File: src/rtl/cla_pkg.sv
// Shared definitions for the carry-lookahead adder/subtractor family:
// default width, half-split rule and per-bit generate/propagate helpers.
package cla_pkg;

  localparam int unsigned CLA_WIDTH = 32'd13;

  // Width of the low half resolved in the first pipeline stage.
  function automatic int unsigned lo_width(input int unsigned w);
    return w / 32'd2;
  endfunction

  // Returns {generate, propagate} for one bit position.
  function automatic logic [1:0] gen_prop(input logic a, input logic b);
    return {a & b, a | b};
  endfunction

  // Lookahead carry into the next bit from this bit's G/P and incoming carry.
  function automatic logic next_carry(input logic [1:0] gp, input logic c);
    return gp[1] | (gp[0] & c);
  endfunction

endpackage

File: src/rtl/cla_slice.sv
// Combinational carry-lookahead adder over W bits: sum = a + b + cin.
module cla_slice
  import cla_pkg::*;
#(
  parameter int unsigned W = 32'd8
) (
  input  logic [W-1:0] a,
  input  logic [W-1:0] b,
  input  logic         cin,
  output logic [W-1:0] sum,
  output logic         cout
);

  logic [W:0]   carry_s;
  logic [W-1:0] sum_s;

  // Carry chain from per-bit generate/propagate, then per-bit sum.
  always_comb begin
    carry_s    = '0;
    sum_s      = '0;
    carry_s[0] = cin;
    for (int i = 0; i < int'(W); i++) begin
      carry_s[i+1] = next_carry(gen_prop(a[i], b[i]), carry_s[i]);
      sum_s[i]     = a[i] ^ b[i] ^ carry_s[i];
    end
  end

  assign sum  = sum_s;
  assign cout = carry_s[W];

endmodule

File: src/rtl/cla_sub_pipe.sv
// Two-stage pipelined subtractor (A + ~B + 1) on carry-lookahead halves,
// with valid/ready handshake on input and output.
module cla_sub_pipe
  import cla_pkg::*;
#(
  parameter int unsigned WIDTH = CLA_WIDTH,
  parameter int unsigned LO_W  = lo_width(WIDTH)
) (
  input  logic             i_clk,
  input  logic             i_rst_n,
  input  logic             i_valid,
  output logic             o_ready,
  input  logic [WIDTH-1:0] i_min,
  input  logic [WIDTH-1:0] i_sub,
  output logic             o_valid,
  input  logic             i_ready,
  output logic [WIDTH-1:0] o_diff,
  output logic             o_borrow
);

  localparam int unsigned HI_W = WIDTH - LO_W;

  logic [WIDTH-1:0] bsub_s;
  logic [LO_W-1:0]  lo_sum_s;
  logic             lo_cout_s;
  logic [HI_W-1:0]  hi_sum_s;
  logic             hi_cout_s;
  logic             adv1_s;
  logic             adv2_s;
  logic             in_xfer_s;

  logic             s1_valid_r;
  logic [LO_W-1:0]  s1_lo_sum_r;
  logic             s1_c_lo_r;
  logic [HI_W-1:0]  s1_min_hi_r;
  logic [HI_W-1:0]  s1_bsub_hi_r;
  logic             o_valid_r;
  logic [WIDTH-1:0] o_diff_r;
  logic             o_borrow_r;

  assign bsub_s = ~i_sub;

  cla_slice #(.W(LO_W)) u_lo (
    .a    (i_min[LO_W-1:0]),
    .b    (bsub_s[LO_W-1:0]),
    .cin  (1'b1),
    .sum  (lo_sum_s),
    .cout (lo_cout_s)
  );

  cla_slice #(.W(HI_W)) u_hi (
    .a    (s1_min_hi_r),
    .b    (s1_bsub_hi_r),
    .cin  (s1_c_lo_r),
    .sum  (hi_sum_s),
    .cout (hi_cout_s)
  );

  // Stage 2 moves when the output is empty or being consumed; stage 1 when
  // it is empty or can hand its contents to stage 2.
  assign adv2_s    = ~o_valid_r | i_ready;
  assign adv1_s    = ~s1_valid_r | adv2_s;
  assign in_xfer_s = i_valid & adv1_s;
  assign o_ready   = adv1_s;

  // Stage 1: low half resolved, high operand slices parked for stage 2.
  always_ff @(posedge i_clk or negedge i_rst_n) begin
    if (!i_rst_n) begin
      s1_valid_r   <= 1'b0;
      s1_lo_sum_r  <= '0;
      s1_c_lo_r    <= 1'b0;
      s1_min_hi_r  <= '0;
      s1_bsub_hi_r <= '0;
    end else if (adv1_s) begin
      s1_valid_r <= i_valid;
      if (in_xfer_s) begin
        s1_lo_sum_r  <= lo_sum_s;
        s1_c_lo_r    <= lo_cout_s;
        s1_min_hi_r  <= i_min[WIDTH-1:LO_W];
        s1_bsub_hi_r <= bsub_s[WIDTH-1:LO_W];
      end
    end
  end

  // Stage 2: high half resolved; borrow is the inverted final carry.
  always_ff @(posedge i_clk or negedge i_rst_n) begin
    if (!i_rst_n) begin
      o_valid_r  <= 1'b0;
      o_diff_r   <= '0;
      o_borrow_r <= 1'b0;
    end else if (adv2_s) begin
      o_valid_r <= s1_valid_r;
      if (s1_valid_r) begin
        o_diff_r   <= {hi_sum_s, s1_lo_sum_r};
        o_borrow_r <= ~hi_cout_s;
      end
    end
  end

  assign o_valid  = o_valid_r;
  assign o_diff   = o_diff_r;
  assign o_borrow = o_borrow_r;

endmodule
File: config.mk
export PLATFORM = sky130hd
export DESIGN_NAME = cla_sub_pipe
export DESIGN_NICKNAME = d
export VERILOG_FILES = /design/src/rtl/cla_pkg.sv /design/src/rtl/cla_slice.sv /design/src/rtl/cla_sub_pipe.sv
export SDC_FILE = /design/constraint.sdc
export NUM_CORES = 1
export LEC_CHECK = 0
export CAP_MARGIN = 20
export CORE_MARGIN = 2
export CORE_UTILIZATION = 51
export DETAILED_ROUTE_END_ITERATION = 6
export GPL_TIMING_DRIVEN = 1
export PLACE_DENSITY = 0.93
export SYNTH_ARGS = -nofsm -noshare
export SYNTH_HDL_FRONTEND = slang
export SYNTH_SLANG_ARGS = --single-unit
File: constraint.sdc
create_clock -name i_clk -period 5.8 [get_ports i_clk]
set_clock_uncertainty 0.1 [all_clocks]
set_input_delay 0.58 -clock i_clk [delete_from_list [all_inputs] [get_ports i_clk]]
set_output_delay 0.58 -clock i_clk [all_outputs]
set_load 0.01 [all_outputs]
==> results.json <==
{
  "status": "completed",
  "cts_hold_buf": 0,
  "netlist_instances": 117,
  "grt_max_degree": 38,
  "hold_viol_final": 0,
  "required_ps": 5930,
  "synth_seq_area_share_pct": 53.35,
  "post-route-min-period_ps": 3536,
  "timing.fmax_ghz": 0.2828,
  "rows": 21,
  "power-per-cell-area_nw_per_um2": 341.1,
  "grt_pass1_vias": 1149,
  "cts_setup_buffers": 0,
  "path_class": "register to register",
  "diodes": 0,
  "io_pins": 46,
  "grt_pass1_wl_um": 5457,
  "r2r-start": "s1_c_lo_r$_DFFE_PN0P_",
  "worstPathArrival_ps": 3670,
  "crit_path_start_kind": "register",
  "yosysTopAreaCell": "dfrtp_1",
  "yosys_warnings": 0,
  "gr-usage-all-layers_pct": 18.94,
  "yosysTopAreaCellShare_pct": 53.35,
  "irDropWorstVdd_mv": 0.1377,
  "dr.pass1.iters": 5,
  "synth_edf_count": 0,
  "vias": 1044,
  "synthArstFlopShare_pct": 100.0,
  "htreeDepth": 2,
  "tightest_slew_ps": 784.7,
  "routedWlPerCell_um": 14.61,
  "clk_path_buf_depth": 2,
  "rr_endpoint": "o_diff[12]$_DFFE_PN0P_",
  "dpl_cell_area_um2": 2220,
  "maxSlewHeadroom_pct": 47.69,
  "syn_area_um2": 1735,
  "power.leakage_nw": 1.064,
  "yosys-top-cells-count": "37 x dfrtp_1, 20 x inv_1, 15 x mux2_2",
  "portBuffers": 45,
  "die_h_um": 62.34,
  "rr_worst_depth": 10,
  "core-area_um2": 3311,
  "critPathCaptureType": "register",
  "drc": 0,
  "drv_slew": 0,
  "critPathMaxFanout": 2,
  "syn-num-nets": 160,
  "drtIter0Drc": 41,
  "clkLatencyLatePin_ps": 340,
  "fin_crit_sh_pct": 60.97,
  "initial_core_util_pct": 52.42,
  "gr-total-overflow": 0,
  "syn_to_final_growth_pct": 30.86,
  "antenna_found_initial": 0,
  "ant_nets": 0,
  "dieArea_um2": 3886,
  "final_cell_area_um2": 2271,
  "synth.most_common_cell": "dfrtp_1",
  "fin_setup_tns_ps": 0,
  "dp_hpwl_um": 2393,
  "netlist_top_cells_area": "dfrtp_1 53%, fa_1 14%, mux2_2 9.7%, mux2_4 6.1%, mux2i_1 5.8%",
  "rrSetupSlack_ps": 2260,
  "syn_avg_cell_area_um2": 14.83,
  "vias_per_cell": 4.879,
  "rsz0062_at_grt": "false",
  "fin_nets": 210,
  "cts_sinks": 37,
  "ys_types": 16,
  "hold_class": "input pin to async pin",
  "cts_resized": 0,
  "cap_violations": 0,
  "synth_ff_type": "dfrtp_1",
  "synth-seq-cells": 37,
  "wl_um": 3127,
  "fill_cells": 261,
  "clockRootBuffer": "clkbuf_4",
  "gp_congestion": 0.7565,
  "path_clk_slew_ps": 110,
  "cts-buffers-inserted": 5,
  "cts_tree": "yes",
  "drive_above_1_share_pct": 19.64,
  "finalSetupViolCount": 0,
  "die_w_um": 62.34
}
logic make-up (layout without fill, tap and decap cells):
| family | count (synthesis) | count (layout) | share of synthesized area, % |
|---|---|---|---|
| buf+inv | 22 | 73 | 5.407 |
| compound gates | 6 | 6 | 1.730 |
| fa+ha+maj | 13 | 13 | 14.56 |
| simple gates | 7 | 7 | 3.389 |
| mux | 32 | 32 | 21.56 |
| flops | 37 | 37 | 53.35 |
worst max-delay path, cell delays in order (launching register included):
cell,delay (ps)
dfrtp_1,400
inv_1,80
fa_1,170
inv_1,50
fa_1,370
fa_1,410
fa_1,390
fa_1,380
fa_1,380
fa_1,440
mux2_2,260
metal layers:
| layer | share of wire (%) | GRT usage [%] |
|---|---|---|
| met5 | 0 | 0 |
| met4 | 0.61 | 8.333 |
| met3 | 5.7 | 6.159 |
| met2 | 51 | 30.03 |
| met1 | 42 | 24.03 |
cell usage in the layout, fill, tap and decap left out, drive strengths merged:
master,Yosys,final
clkdlybuf4s50,0,44
inv,20,20
clkinv,0,2
clkbuf,0,6
fa,12,12
a21oi,6,6
mux2i,10,10
ha,1,1
nand3b,1,1
and2,1,1
mux2,22,22
or2b,1,1
dfrtp,37,37
buf,2,1
nand2,2,2
nand2b,2,2
through the flow:
stage	hold WS (ps)	instances	power (mW)	worst slack, ps	util, %
3_5_place_dp	397.6	206	0.6581	2220	67.04
3_3_place_gp	387.1	206	0.6400	2263	67.04
4_1_cts	226.2	214	0.7844	2237	68.59
5_1_grt	263.3	214	0.8264	2131	68.59
6_report	204.0	214	0.7746	2264	68.59
2_1_floorplan	184.4	117	0.5067	2393	-
report_power, final:
part	total, mW	switching [mW]	internal (mW)	leakage (nW)
combinational	0.275	0.103	0.172	0.604
clock	0.127	0.0807	0.0462	0.0320
sequential	0.372	0.0433	0.329	0.428
total	0.775	0.227	0.548	1.06
flip-flops by register name (all words and copies together) (netlist names):
register	flops
s1_lo_sum_r	6
o_borrow	1
s1_valid_r	1
s1_min_hi_r	7
o_diff	13
s1_bsub_hi_r	7
o_valid	1
s1_c_lo_r	1
worst max path at each step:
stage	depth (start not counted)	slack [ps]	end	from
global route	10	2130	o_diff[12]$_DFFE_PN0P_	s1_bsub_hi_r[0]$_DFFE_PN0P_
detailed placement	10	2220	s1_lo_sum_r[5]$_DFFE_PN0P_	i_min[0]
global placement	10	2260	s1_lo_sum_r[5]$_DFFE_PN0P_	i_min[0]
finish	10	2260	o_diff[12]$_DFFE_PN0P_	s1_c_lo_r$_DFFE_PN0P_
floorplan	10	2390	o_diff[12]$_DFFE_PN0P_	s1_c_lo_r$_DFFE_PN0P_
CTS	10	2240	o_diff[12]$_DFFE_PN0P_	s1_c_lo_r$_DFFE_PN0P_
final cells by class:
class	count	area [um^2]	share of cell area, %
clock inverter	2	10.01	0.4408
timing repair buffer	45	445.4	19.61
multi-input combinational	58	715.7	31.52
tap	46	57.56	2.534
clock buffer	6	41.29	1.818
sequential	37	925.9	40.77
inverter	20	75.07	3.306
No activity file was read; power rests on OpenSTA's default activity.
